**src/rtl/rand_pkg.sv**
```systemverilog
// Shared definitions for the PRBS 1+x^14+x^15 randomizer family (TX scrambler, RX derandomizer).
package rand_pkg;

    localparam int unsigned RAND_LEN   = 15;
    localparam int unsigned RAND_TAP_A = 14;
    localparam int unsigned RAND_TAP_B = 13;

    typedef enum logic {
        IDLE,
        RUN
    } rand_state_t;

    typedef struct packed {
        logic [RAND_LEN-1:0] vect;
        logic [RAND_LEN-1:0] bits;
    } rand_step_t;

    // Advance the LFSR n times (n <= RAND_LEN). bits[n-1] is the earliest bit in time,
    // and each bit is XORed with the feedback produced by its own step.
    function automatic rand_step_t rand_step(input logic [RAND_LEN-1:0] vect,
                                             input logic [RAND_LEN-1:0] bits,
                                             input int unsigned         n);
        rand_step_t r;
        logic       fb;
        r.vect = vect;
        r.bits = bits;
        for (int unsigned i = 0; i < RAND_LEN; i++) begin
            if (i < n) begin
                fb               = r.vect[RAND_TAP_A] ^ r.vect[RAND_TAP_B];
                r.bits[n - 1 - i] = bits[n - 1 - i] ^ fb;
                r.vect           = {r.vect[RAND_LEN-2:0], fb};
            end
        end
        return r;
    endfunction

endpackage

```
**src/rtl/rand_par_stream_if.sv**
```systemverilog
// Valid/ready stream carrying W data bits plus a burst-end marker.
interface rand_par_stream_if #(
    parameter int unsigned W = 8
);
    logic [W-1:0] data;
    logic         valid;
    logic         last;
    logic         ready;

    modport master (output data, output valid, output last, input ready);
    modport slave  (input data, input valid, input last, output ready);
endinterface

```
**src/rtl/rand_lfsr_unroll.sv**
```systemverilog
// Combinational W-step LFSR advance and keystream XOR; shared with the RX derandomizer.
module rand_lfsr_unroll
    import rand_pkg::*;
#(
    parameter int unsigned W = 8
) (
    input  logic [RAND_LEN-1:0] vect_i,
    input  logic [W-1:0]        data_i,
    output logic [RAND_LEN-1:0] vect_o,
    output logic [W-1:0]        data_o
);

    rand_step_t step;
    logic       unused_bits;

    // Unroll all W steps for one beat
    always_comb begin
        step = rand_step(vect_i, RAND_LEN'(data_i), W);
    end

    assign vect_o      = step.vect;
    assign data_o      = step.bits[W-1:0];
    assign unused_bits = ^step.bits;

endmodule

```
**src/rtl/rand_par_stream.sv**
```systemverilog
// W-bit-per-clock PRBS burst scrambler with valid/ready on both sides and per-burst IV reload.
// Optional build macro RAND_BITCNT_EN adds the bit_cnt output (scrambled bits in current burst).
module rand_par_stream
    import rand_pkg::*;
#(
    parameter int unsigned W  = 8,
    parameter int unsigned CW = 16
) (
    input  logic                clk,
    input  logic                reset,
    input  logic [RAND_LEN-1:0] rand_iv,
    input  logic                iv_load,
    rand_par_stream_if.slave    in_bus,
    rand_par_stream_if.master   out_bus,
    output logic                load_err,
    output logic                busy
`ifdef RAND_BITCNT_EN
    ,
    output logic [CW-1:0]       bit_cnt
`endif
);

    rand_state_t         state_q, state_d;
    logic [RAND_LEN-1:0] vect_q, vect_d;
    logic [W-1:0]        out_data_q, out_data_d;
    logic                out_valid_q, out_valid_d;
    logic                out_last_q, out_last_d;
    logic                load_err_q, load_err_d;

    logic [RAND_LEN-1:0] scr_vect;
    logic [W-1:0]        scr_data;
    logic                in_ready;
    logic                accept;

    rand_lfsr_unroll #(.W(W)) u_unroll (
        .vect_i (vect_q),
        .data_i (in_bus.data),
        .vect_o (scr_vect),
        .data_o (scr_data)
    );

    assign in_ready = (state_q == RUN) && (!out_valid_q || out_bus.ready);
    assign accept   = in_bus.valid && in_ready;

    // Next-state: IV load, LFSR advance on accepted beats, output register fill/drain
    always_comb begin
        state_d     = state_q;
        vect_d      = vect_q;
        out_data_d  = out_data_q;
        out_valid_d = out_valid_q;
        out_last_d  = out_last_q;
        load_err_d  = 1'b0;
        case (state_q)
            IDLE: begin
                if (iv_load) begin
                    vect_d  = rand_iv;
                    state_d = RUN;
                end
            end
            RUN: begin
                // a load coinciding with the final beat is still a load during RUN
                if (iv_load) begin
                    load_err_d = 1'b1;
                end
                if (accept) begin
                    vect_d = scr_vect;
                    if (in_bus.last) begin
                        state_d = IDLE;
                    end
                end
            end
            default: state_d = IDLE;
        endcase
        if (accept) begin
            out_data_d  = scr_data;
            out_valid_d = 1'b1;
            out_last_d  = in_bus.last;
        end else if (out_bus.ready) begin
            out_valid_d = 1'b0;
        end
    end

    // State and output register flops
    always_ff @(posedge clk or posedge reset) begin
        if (reset) begin
            state_q     <= IDLE;
            vect_q      <= '0;
            out_data_q  <= '0;
            out_valid_q <= 1'b0;
            out_last_q  <= 1'b0;
            load_err_q  <= 1'b0;
        end else begin
            state_q     <= state_d;
            vect_q      <= vect_d;
            out_data_q  <= out_data_d;
            out_valid_q <= out_valid_d;
            out_last_q  <= out_last_d;
            load_err_q  <= load_err_d;
        end
    end

`ifdef RAND_BITCNT_EN
    logic [CW-1:0] bit_cnt_q, bit_cnt_d;

    // Burst bit counter: cleared on a taken load, +W per accepted beat, held in IDLE
    always_comb begin
        bit_cnt_d = bit_cnt_q;
        if (state_q == IDLE && iv_load) begin
            bit_cnt_d = '0;
        end else if (accept) begin
            bit_cnt_d = bit_cnt_q + CW'(W);
        end
    end

    // Bit counter flop
    always_ff @(posedge clk or posedge reset) begin
        if (reset) begin
            bit_cnt_q <= '0;
        end else begin
            bit_cnt_q <= bit_cnt_d;
        end
    end

    assign bit_cnt = bit_cnt_q;
`else
    localparam int unsigned unused_cw = CW;
`endif

    assign in_bus.ready  = in_ready;
    assign out_bus.data  = out_data_q;
    assign out_bus.valid = out_valid_q;
    assign out_bus.last  = out_last_q;
    assign load_err      = load_err_q;
    assign busy          = (state_q == RUN) || out_valid_q;

endmodule

```
**src/flat_wrapper.sv**
```systemverilog
// flat-port wrapper written by rule: the top's interface ports become plain ports
module rand_par_stream_flat import rand_pkg::*;
#(
    parameter int unsigned W  = 8,
    parameter int unsigned CW = 16
)
  (clk, reset, rand_iv, iv_load, load_err, busy, in_bus_data, in_bus_valid, in_bus_last, in_bus_ready, out_bus_data, out_bus_valid, out_bus_last, out_bus_ready);
  rand_par_stream_if #(.W(W)) in_bus_i ();
  rand_par_stream_if #(.W(W)) out_bus_i ();
  input  logic clk;
  input  logic reset;
  input  logic [RAND_LEN-1:0] rand_iv;
  input  logic iv_load;
  output logic load_err;
  output logic busy;
  input wire logic [$bits(in_bus_i.data)-1:0] in_bus_data;
  input wire logic [$bits(in_bus_i.valid)-1:0] in_bus_valid;
  input wire logic [$bits(in_bus_i.last)-1:0] in_bus_last;
  output wire logic [$bits(in_bus_i.ready)-1:0] in_bus_ready;
  output wire logic [$bits(out_bus_i.data)-1:0] out_bus_data;
  output wire logic [$bits(out_bus_i.valid)-1:0] out_bus_valid;
  output wire logic [$bits(out_bus_i.last)-1:0] out_bus_last;
  input wire logic [$bits(out_bus_i.ready)-1:0] out_bus_ready;
  assign in_bus_i.data = in_bus_data;
  assign in_bus_i.valid = in_bus_valid;
  assign in_bus_i.last = in_bus_last;
  assign in_bus_ready = in_bus_i.ready;
  assign out_bus_data = out_bus_i.data;
  assign out_bus_valid = out_bus_i.valid;
  assign out_bus_last = out_bus_i.last;
  assign out_bus_i.ready = out_bus_ready;
  rand_par_stream #(.W(W), .CW(CW)) u_core (.clk(clk), .reset(reset), .rand_iv(rand_iv), .iv_load(iv_load), .in_bus(in_bus_i), .out_bus(out_bus_i), .load_err(load_err), .busy(busy));
endmodule
```
**config.mk**
```make
export PLATFORM = sky130hd
export DESIGN_NAME = rand_par_stream_flat
export DESIGN_NICKNAME = d
export VERILOG_FILES = /design/src/rtl/rand_pkg.sv /design/src/rtl/rand_par_stream_if.sv /design/src/rtl/rand_lfsr_unroll.sv /design/src/rtl/rand_par_stream.sv /design/src/flat_wrapper.sv
export SDC_FILE = /design/constraint.sdc
export NUM_CORES = 1
export LEC_CHECK = 0
export ABC_CLOCK_PERIOD_IN_PS = 1350
export CORE_MARGIN = 1
export CORE_UTILIZATION = 42
export CTS_CLUSTER_SIZE = 12
export DETAILED_ROUTE_END_ITERATION = 8
export PLACE_DENSITY = 0.75
export SLEW_MARGIN = 20
export SYNTH_ARGS = -nofsm -noshare
export SYNTH_HDL_FRONTEND = slang
export SYNTH_SLANG_ARGS = --single-unit
```
**constraint.sdc**
```tcl
create_clock -name clk -period 1.35 [get_ports clk]
set_input_delay 0.135 -clock clk [delete_from_list [all_inputs] [get_ports clk]]
set_output_delay 0.135 -clock clk [all_outputs]
set_load 0.1 [all_outputs]
```
==> impl_metrics.ini, run 1 <==
[critical_path]
arrival_ns = 1.40
r2r_start = u_core.out_bus.valid$_DFFE_PP0P_
path_max_fanout = 2
r2r-end = u_core.vect_q[13]$_DFFE_PP0P_
crit_path_end = busy
ff2ff_setup_slack_ns = -0.04
path_class = register to output pin
reg2reg_depth = 4
startpoint_type = register
cp-end-kind = output pin
critPathLaunch = u_core.out_bus.valid$_DFFE_PP0P_
worst_ep_required_time_ns = 1.22

[synthesis]
synth_warnings = 0
synth_most_common_cell = dfrtp_1
synth_area_um2 = 1399
ys_top_cells_by_count = 27 x dfrtp_1, 21 x mux2_2, 14 x xnor2_1, 9 x mux2_4, 8 x nor2_1
synth_edf_count = 0
ys_seq_elements = 27
ys.flop_type = dfrtp_1
synth_cell_types = 21
yosys.area.top_type = dfrtp_1
synthCells = 107
yosys-top-cells-area = dfrtp_1 48%, mux2_2 17%, mux2_4 9.7%
synth_seq_area_share_pct = 48.30
synth-async-reset-ratio_pct = 100.0
yosysTopAreaCellShare_pct = 48.30
avgSynthCellArea_um2 = 13.07
synth_nets = 136

[layout]
area_delta_synth_final_pct = 56.17
nets = 192
multi_input_area_um2 = 716.9
register_area_um2 = 680.7
drive_gt1_share_pct = 44.44
fillCellCount = 223
utilization_pct = 70.40
diodes = 0

[route]
routed-via-count = 999
via_per_inst = 4.850
drtPass1Iterations = 4
ant_nets = 0
route.detailed.drc = 0
wl_per_cell_um = 14.67
drt-total-wl_mm = 3.022
first_iter_violations = 28

[timing]
slew_viol_final = 0
holdWs_ns = 0.1298
setup_viol = 20
worst_pin_slew_ns = 0.3544
finalHoldViolCount = 0
rsz0062_at_grt = yes
max-slew-margin-rel_pct = 76.38
fmax_mhz = 652.9
skew_ns = 0.02567
setup_ws_ns = -0.1816
finalCritPeriodShare_pct = 113.5
finalCriticalPeriod_ns = 1.532
tns_ns = -0.8288

[floorplan]
std_cell_rows = 20
die_h_um = 59.71
pin_count = 42
dieArea_um2 = 3565
initial_core_util_pct = 45.08
dieWidth_um = 59.71
core_um2 = 3103

[global_routing]
grt_antenna_before_repair = 0
grt.total_usage_pct = 18.68
overflow = 0
grt_pass1_wl_mm = 4.830
grt_pass1_vias = 1001
grt_max_degree = 28

[flow_run]
drv_cap = 0

[place]
portBuffers = 41
hpwl_mm = 2.123
dp_slack_ns = -0.2403
place.gp.congestion = 0.7198

[pwr]
p_per_area_nw_per_um2 = 2464
vdd_drop_max_uv = 1489
p_leak_nw = 0.9471

[clocking]
insertion_delay_ns = 0.34
clock-sinks = 27
cts_buffers = 3
root_buffer = clkbuf_4
cts_max_path_buffers = 2
htreeDepth = 1
cts_tree = done
clk_pin_slew_ns = 0.17

[run_status]
status = finished with violations
violations = setup timing

[min_path]
min_path_type = primary input to async pin
## per-layer routing
layer  part of all wire, %  wire (um)  global-route usage [%]  vias up
met5                     0          0                       0        -
met4                  0.83         25                   3.987        0
met3                   5.1        155                   2.597        2
met2                    51       1543                   31.59       35
met1                    43       1298                   25.52      486
li1                      -          -                       -      476
## layout make-up
type	count	area share, %
clock buffer	3	1.031
clock inverter	1	0.2291
tap	44	2.520
multi-input combinational	73	32.82
timing repair buffer	56	31.90
sequential	27	31.16
inverter	2	0.3436
## worst max-delay path: stages (launching register included)
cell and delay [ns]:
dfrtp_4 0.53, buf_6 0.13, or2_4 0.23, buf_12 0.17
## placed cells by master, fill, tap and decap left out, types with 3 or more instances in the layout
cell,n
a21oi_1,6
buf_12,14
buf_4,10
buf_6,3
clkbuf_4,3
clkdlybuf4s50_1,28
dfrtp_1,25
mux2_2,16
mux2_4,14
nor2_1,7
xnor2_1,14
## cells by family after synthesis
kind of cell,share of synthesized area (%)
flip-flops,48.30
AO/OA/AOI/OAI,3.578
XOR/XNOR,10.02
multiplexers,28.00
buffers and inverters,3.846
AND/OR/NAND/NOR,6.262
## stage by stage
stage / instances / power, W / instance area, um^2
6_report: 206 / 0.005383 / 2185
2_1_floorplan: 107 / 0.003801 / 1403
4_1_cts: 204 / 0.005358 / 2160
3_5_place_dp: 198 / 0.004879 / 2047
5_1_grt: 206 / 0.005634 / 2185
3_3_place_gp: 198 / 0.004791 / 2047
## how the worst min path moves through the flow
| stage | from | endpoint | slack [ns] | depth (start not counted) |
|---|---|---|---|---|
| finish | reset | u_core.vect_q[0]$_DFFE_PP0P_ | 0.13 | 3 |
| global route | reset | u_core.vect_q[0]$_DFFE_PP0P_ | 0.17 | 3 |
| CTS | reset | u_core.vect_q[1]$_DFFE_PP0P_ | 0.15 | 3 |
| detailed placement | u_core.vect_q[2]$_DFFE_PP0P_ | u_core.vect_q[2]$_DFFE_PP0P_ | 0.50 | 1 |
| global placement | u_core.vect_q[2]$_DFFE_PP0P_ | u_core.vect_q[2]$_DFFE_PP0P_ | 0.49 | 1 |
| floorplan | reset | u_core.load_err$_DFF_PP0_ | 0.19 | 1 |
## state kept, by name, summed over array words and instances, names as in the netlist
name                  count
u_core.state_q            1
u_core.load_err           1
u_core.out_bus.last       1
u_core.out_bus.data       8
u_core.vect_q            15
u_core.out_bus.valid      1
## timing repair
action / 4_1_cts / 5_1_grt
endpoints found under the hold margin: 0 / 0
pin swaps: 1 / 1
hold buffers: 0 / 0
setup endpoints to repair: 25 / 16
gates resized for setup: 14 / 3
setup buffers: 1 / 2
gates cloned: 1 / 0
## report_power, final
group | switching, W | total (W) | internal, W
clock network | 0.000252 | 0.000363 | 0.000111
logic | 0.00176 | 0.00344 | 0.00169
registers | 0.000386 | 0.00158 | 0.00119
Note: power is estimated with default switching activity, not from simulation.
==> inputs of run 2 (changes only) <==
--- a/config.mk
+++ b/config.mk
@@ -10,6 +10,7 @@
 export CORE_UTILIZATION = 42
 export CTS_CLUSTER_SIZE = 12
 export DETAILED_ROUTE_END_ITERATION = 8
+export HOLD_SLACK_MARGIN = 0.02
 export PLACE_DENSITY = 0.75
 export SLEW_MARGIN = 20
 export SYNTH_ARGS = -nofsm -noshare
==> results of run 2 <==
No change in the layout: final DEF, timing and power equal those of run 1.
==> inputs of run 3 (changes only) <==
--- a/config.mk
+++ b/config.mk
@@ -5,9 +5,10 @@
 export SDC_FILE = /design/constraint.sdc
 export NUM_CORES = 1
 export LEC_CHECK = 0
+export ABC_AREA = 1
 export ABC_CLOCK_PERIOD_IN_PS = 1350
 export CORE_MARGIN = 1
-export CORE_UTILIZATION = 42
+export CORE_UTILIZATION = 43
 export CTS_CLUSTER_SIZE = 12
 export DETAILED_ROUTE_END_ITERATION = 8
 export HOLD_SLACK_MARGIN = 0.02
==> impl_metrics.ini, run 3 <==
[clocking]
cts-hold-fix-buffers = 0
clk_pin_slew_ns = 0.10
clock-sinks = 27
root_buffer = clkbuf_8
cts_tree = done
htreeDepth = 1
cts_buffers = 3
insertion_delay_ns = 0.28
cts_max_path_buffers = 2

[floorplan]
die_h_um = 62.98
dieWidth_um = 62.98
core_um2 = 3442
initial_core_util_pct = 46.46
std_cell_rows = 21
pin_count = 42
dieArea_um2 = 3966

[synthesis]
ys_seq_elements = 27
synth_area_um2 = 1599
yosys.area.top_type = dfrtp_1
synth_top_family_by_area = simple AND/OR/NAND/NOR gates
synthXorXnorAreaFrac_pct = 0
synth_most_common_cell = nand2_1
synthAdderAreaFrac_pct = 0
synth_cell_types = 15
synth_compound_area_share_pct = 0.3130
ys.flop_type = dfrtp_1
synth_seq_area_share_pct = 42.25
avgSynthCellArea_um2 = 6.663
synth_edf_count = 0
synth_warnings = 0
synthSimpleGateAreaFrac_pct = 48.44
yosysTopAreaCellShare_pct = 42.25
ys_top_cells_by_count = 136 x nand2_1, 39 x nand3_1, 27 x dfrtp_1, 22 x inv_1, 3 x buf_2
synth_nets = 269
synthMuxAreaShare_pct = 0
synth-async-reset-ratio_pct = 100.0
yosys-top-cells-area = dfrtp_1 42%, nand2_1 32%, nand3_1 12%
synthCells = 240

[place]
hpwl_mm = 2.661
portBuffers = 41
place_inst = 326
dpl-instance-area_um2 = 2213
place.gp.congestion = 0.7703

[timing]
fmax_mhz = 759.8
worst_pin_slew_ns = 0.3381
holdWs_ns = 0.2027
max-slew-margin-rel_pct = 77.46
tns_ns = 0
finalCritPeriodShare_pct = 97.50
rsz0062_at_grt = yes
setup_viol = 0
skew_ns = 0.006673
finalCriticalPeriod_ns = 1.316
slew_viol_final = 0
finalHoldViolCount = 0

[layout]
nets = 315
fin_area_um2 = 2271
regMostFlops = u_core.vect_q
fin_cells = 331
drive_gt1_share_pct = 12.28
final_common_cell = nand2_1
area_delta_synth_final_pct = 42.02
diodes = 0
final_cell_mix = 135 x nand2_1, 39 x nand3_1, 28 x clkdlybuf4s50_1
largest_reg_flops = 15

[critical_path]
path_depth = 4
critPathLaunch = u_core.out_bus.valid$_DFFE_PP0P_
ff2ff_setup_slack_ns = 0.18
crit_buf_inv = 2
crit_path_frequent_cell = nor2_4
path_max_fanout = 3
worst_ep_required_time_ns = 1.22
r2r_start = u_core.out_bus.valid$_DFFE_PP0P_
crit_slowest_cell = dfrtp_4
crit_chain = inv_4, nor2_4, nor2_4, buf_12
path_class = register to output pin
arrival_ns = 1.18
crit_path_end = in_bus_ready
r2r-end = u_core.out_bus.data[7]$_DFFE_PP0P_
reg2reg_depth = 5
startpoint_type = register
cp-end-kind = output pin
crit_family = flip-flops
max_stage_delay_ns = 0.51

[route]
route.detailed.drc = 0
drtPass1Iterations = 4
wl_per_cell_um = 10.77
ant_nets = 0
routed-via-count = 1550
first_iter_violations = 53
via_per_inst = 4.683
drt-total-wl_mm = 3.564

[min_path]
min_path_type = primary input to async pin

[global_routing]
grt_max_degree = 28
grt_pass1_vias = 1290
grt_pass1_wl_mm = 6.037
overflow = 0
grt_antenna_before_repair = 0
grt.total_usage_pct = 19.37

[pwr]
p_per_area_nw_per_um2 = 2670
p_leak_nw = 1.226
vdd_drop_max_uv = 1808

[flow_run]
drv_cap = 0

[run_status]
status = finished, final reports clean
run 3: cell types whose count changed in the layout (fill, tap and decap cells not counted), moves of 3 or more:
cell / before / now
xnor2_1: 14 / 0
clkbuf_8: 0 / 3
nor2_1: 7 / 0
buf_4: 10 / 7
a21oi_1: 6 / 0
mux2_2: 16 / 0
nand3_1: 0 / 39
inv_1: 2 / 21
buf_6: 3 / 0
mux2_4: 14 / 0
clkbuf_4: 3 / 0
nand2_1: 2 / 135
run 3: timing repair:
action                     CTS  global route
setup endpoints to repair    2             1
gates cloned                 0             0
pin swaps                    0             1
buffers inserted             1             0
resized for setup            1             0
run 3: per-stage QoR:
stage / setup slack [ns] / total power (W) / util [%]
2_1_floorplan: -0.02952 / 0.004314 / -
3_3_place_gp: -0.01508 / 0.005529 / 64.30
3_5_place_dp: -0.05937 / 0.005586 / 64.30
4_1_cts: 0.009257 / 0.006091 / 65.98
5_1_grt: -0.02153 / 0.006501 / 65.98
6_report: 0.03378 / 0.006064 / 65.98
run 3: cell families after synthesis:
| family | count (synthesis) |
|---|---|
| and+or+nand+nor | 182 |
| buffers and inverters | 30 |
| DFF | 27 |
| AOI/OAI and AO/OA | 1 |
run 3: worst min-delay path by stage:
stage                                 startpoint                                 end  cells after the start
finish                                     reset  u_core.out_bus.data[2]$_DFFE_PP0P_                      3
global route                               reset  u_core.out_bus.data[2]$_DFFE_PP0P_                      3
CTS                                        reset  u_core.out_bus.data[1]$_DFFE_PP0P_                      3
detailed placement  u_core.vect_q[4]$_DFFE_PP0P_        u_core.vect_q[4]$_DFFE_PP0P_                      2
global placement    u_core.vect_q[4]$_DFFE_PP0P_        u_core.vect_q[4]$_DFFE_PP0P_                      2
floorplan                                  reset           u_core.load_err$_DFF_PP0_                      1
run 3: worst reg2reg max path, stage by stage (launching register included):
cell and delay (ns):
dfrtp_4 0.51, nand2_2 0.11, nand3_4 0.11, inv_1 0.24
nand2_1 0.09, nand2_1 0.06
run 3: metal layers:
layer  routed length, um  track usage (%)  vias to the layer above  part of all wire [%]
met1                1668            26.96                      666                    47
met4                  51            6.105                        0                   1.4
met5                   0                0                        -                     0
met3                 174            3.285                        6                   4.9
met2                1670            30.38                       47                    47
li1                    -                -                      831                     -
run 3: final cells by class:
| type | instances | area [um^2] |
|---|---|---|
| clock inverters | 1 | 7.507 |
| repair buffers | 48 | 593.1 |
| well taps | 46 | 57.56 |
| fillers | 302 | 1171 |
| inverters | 23 | 93.84 |
| multi-input cells | 183 | 797.0 |
| clock buffers | 3 | 41.29 |
| flip-flops and latches | 27 | 680.7 |
run 3: report_power, final:
group,internal [W],total [W],switching [W]
combinational,0.00141,0.00396,0.00255
clock,0.000210,0.000482,0.000272
sequential,0.00119,0.00162,0.000430
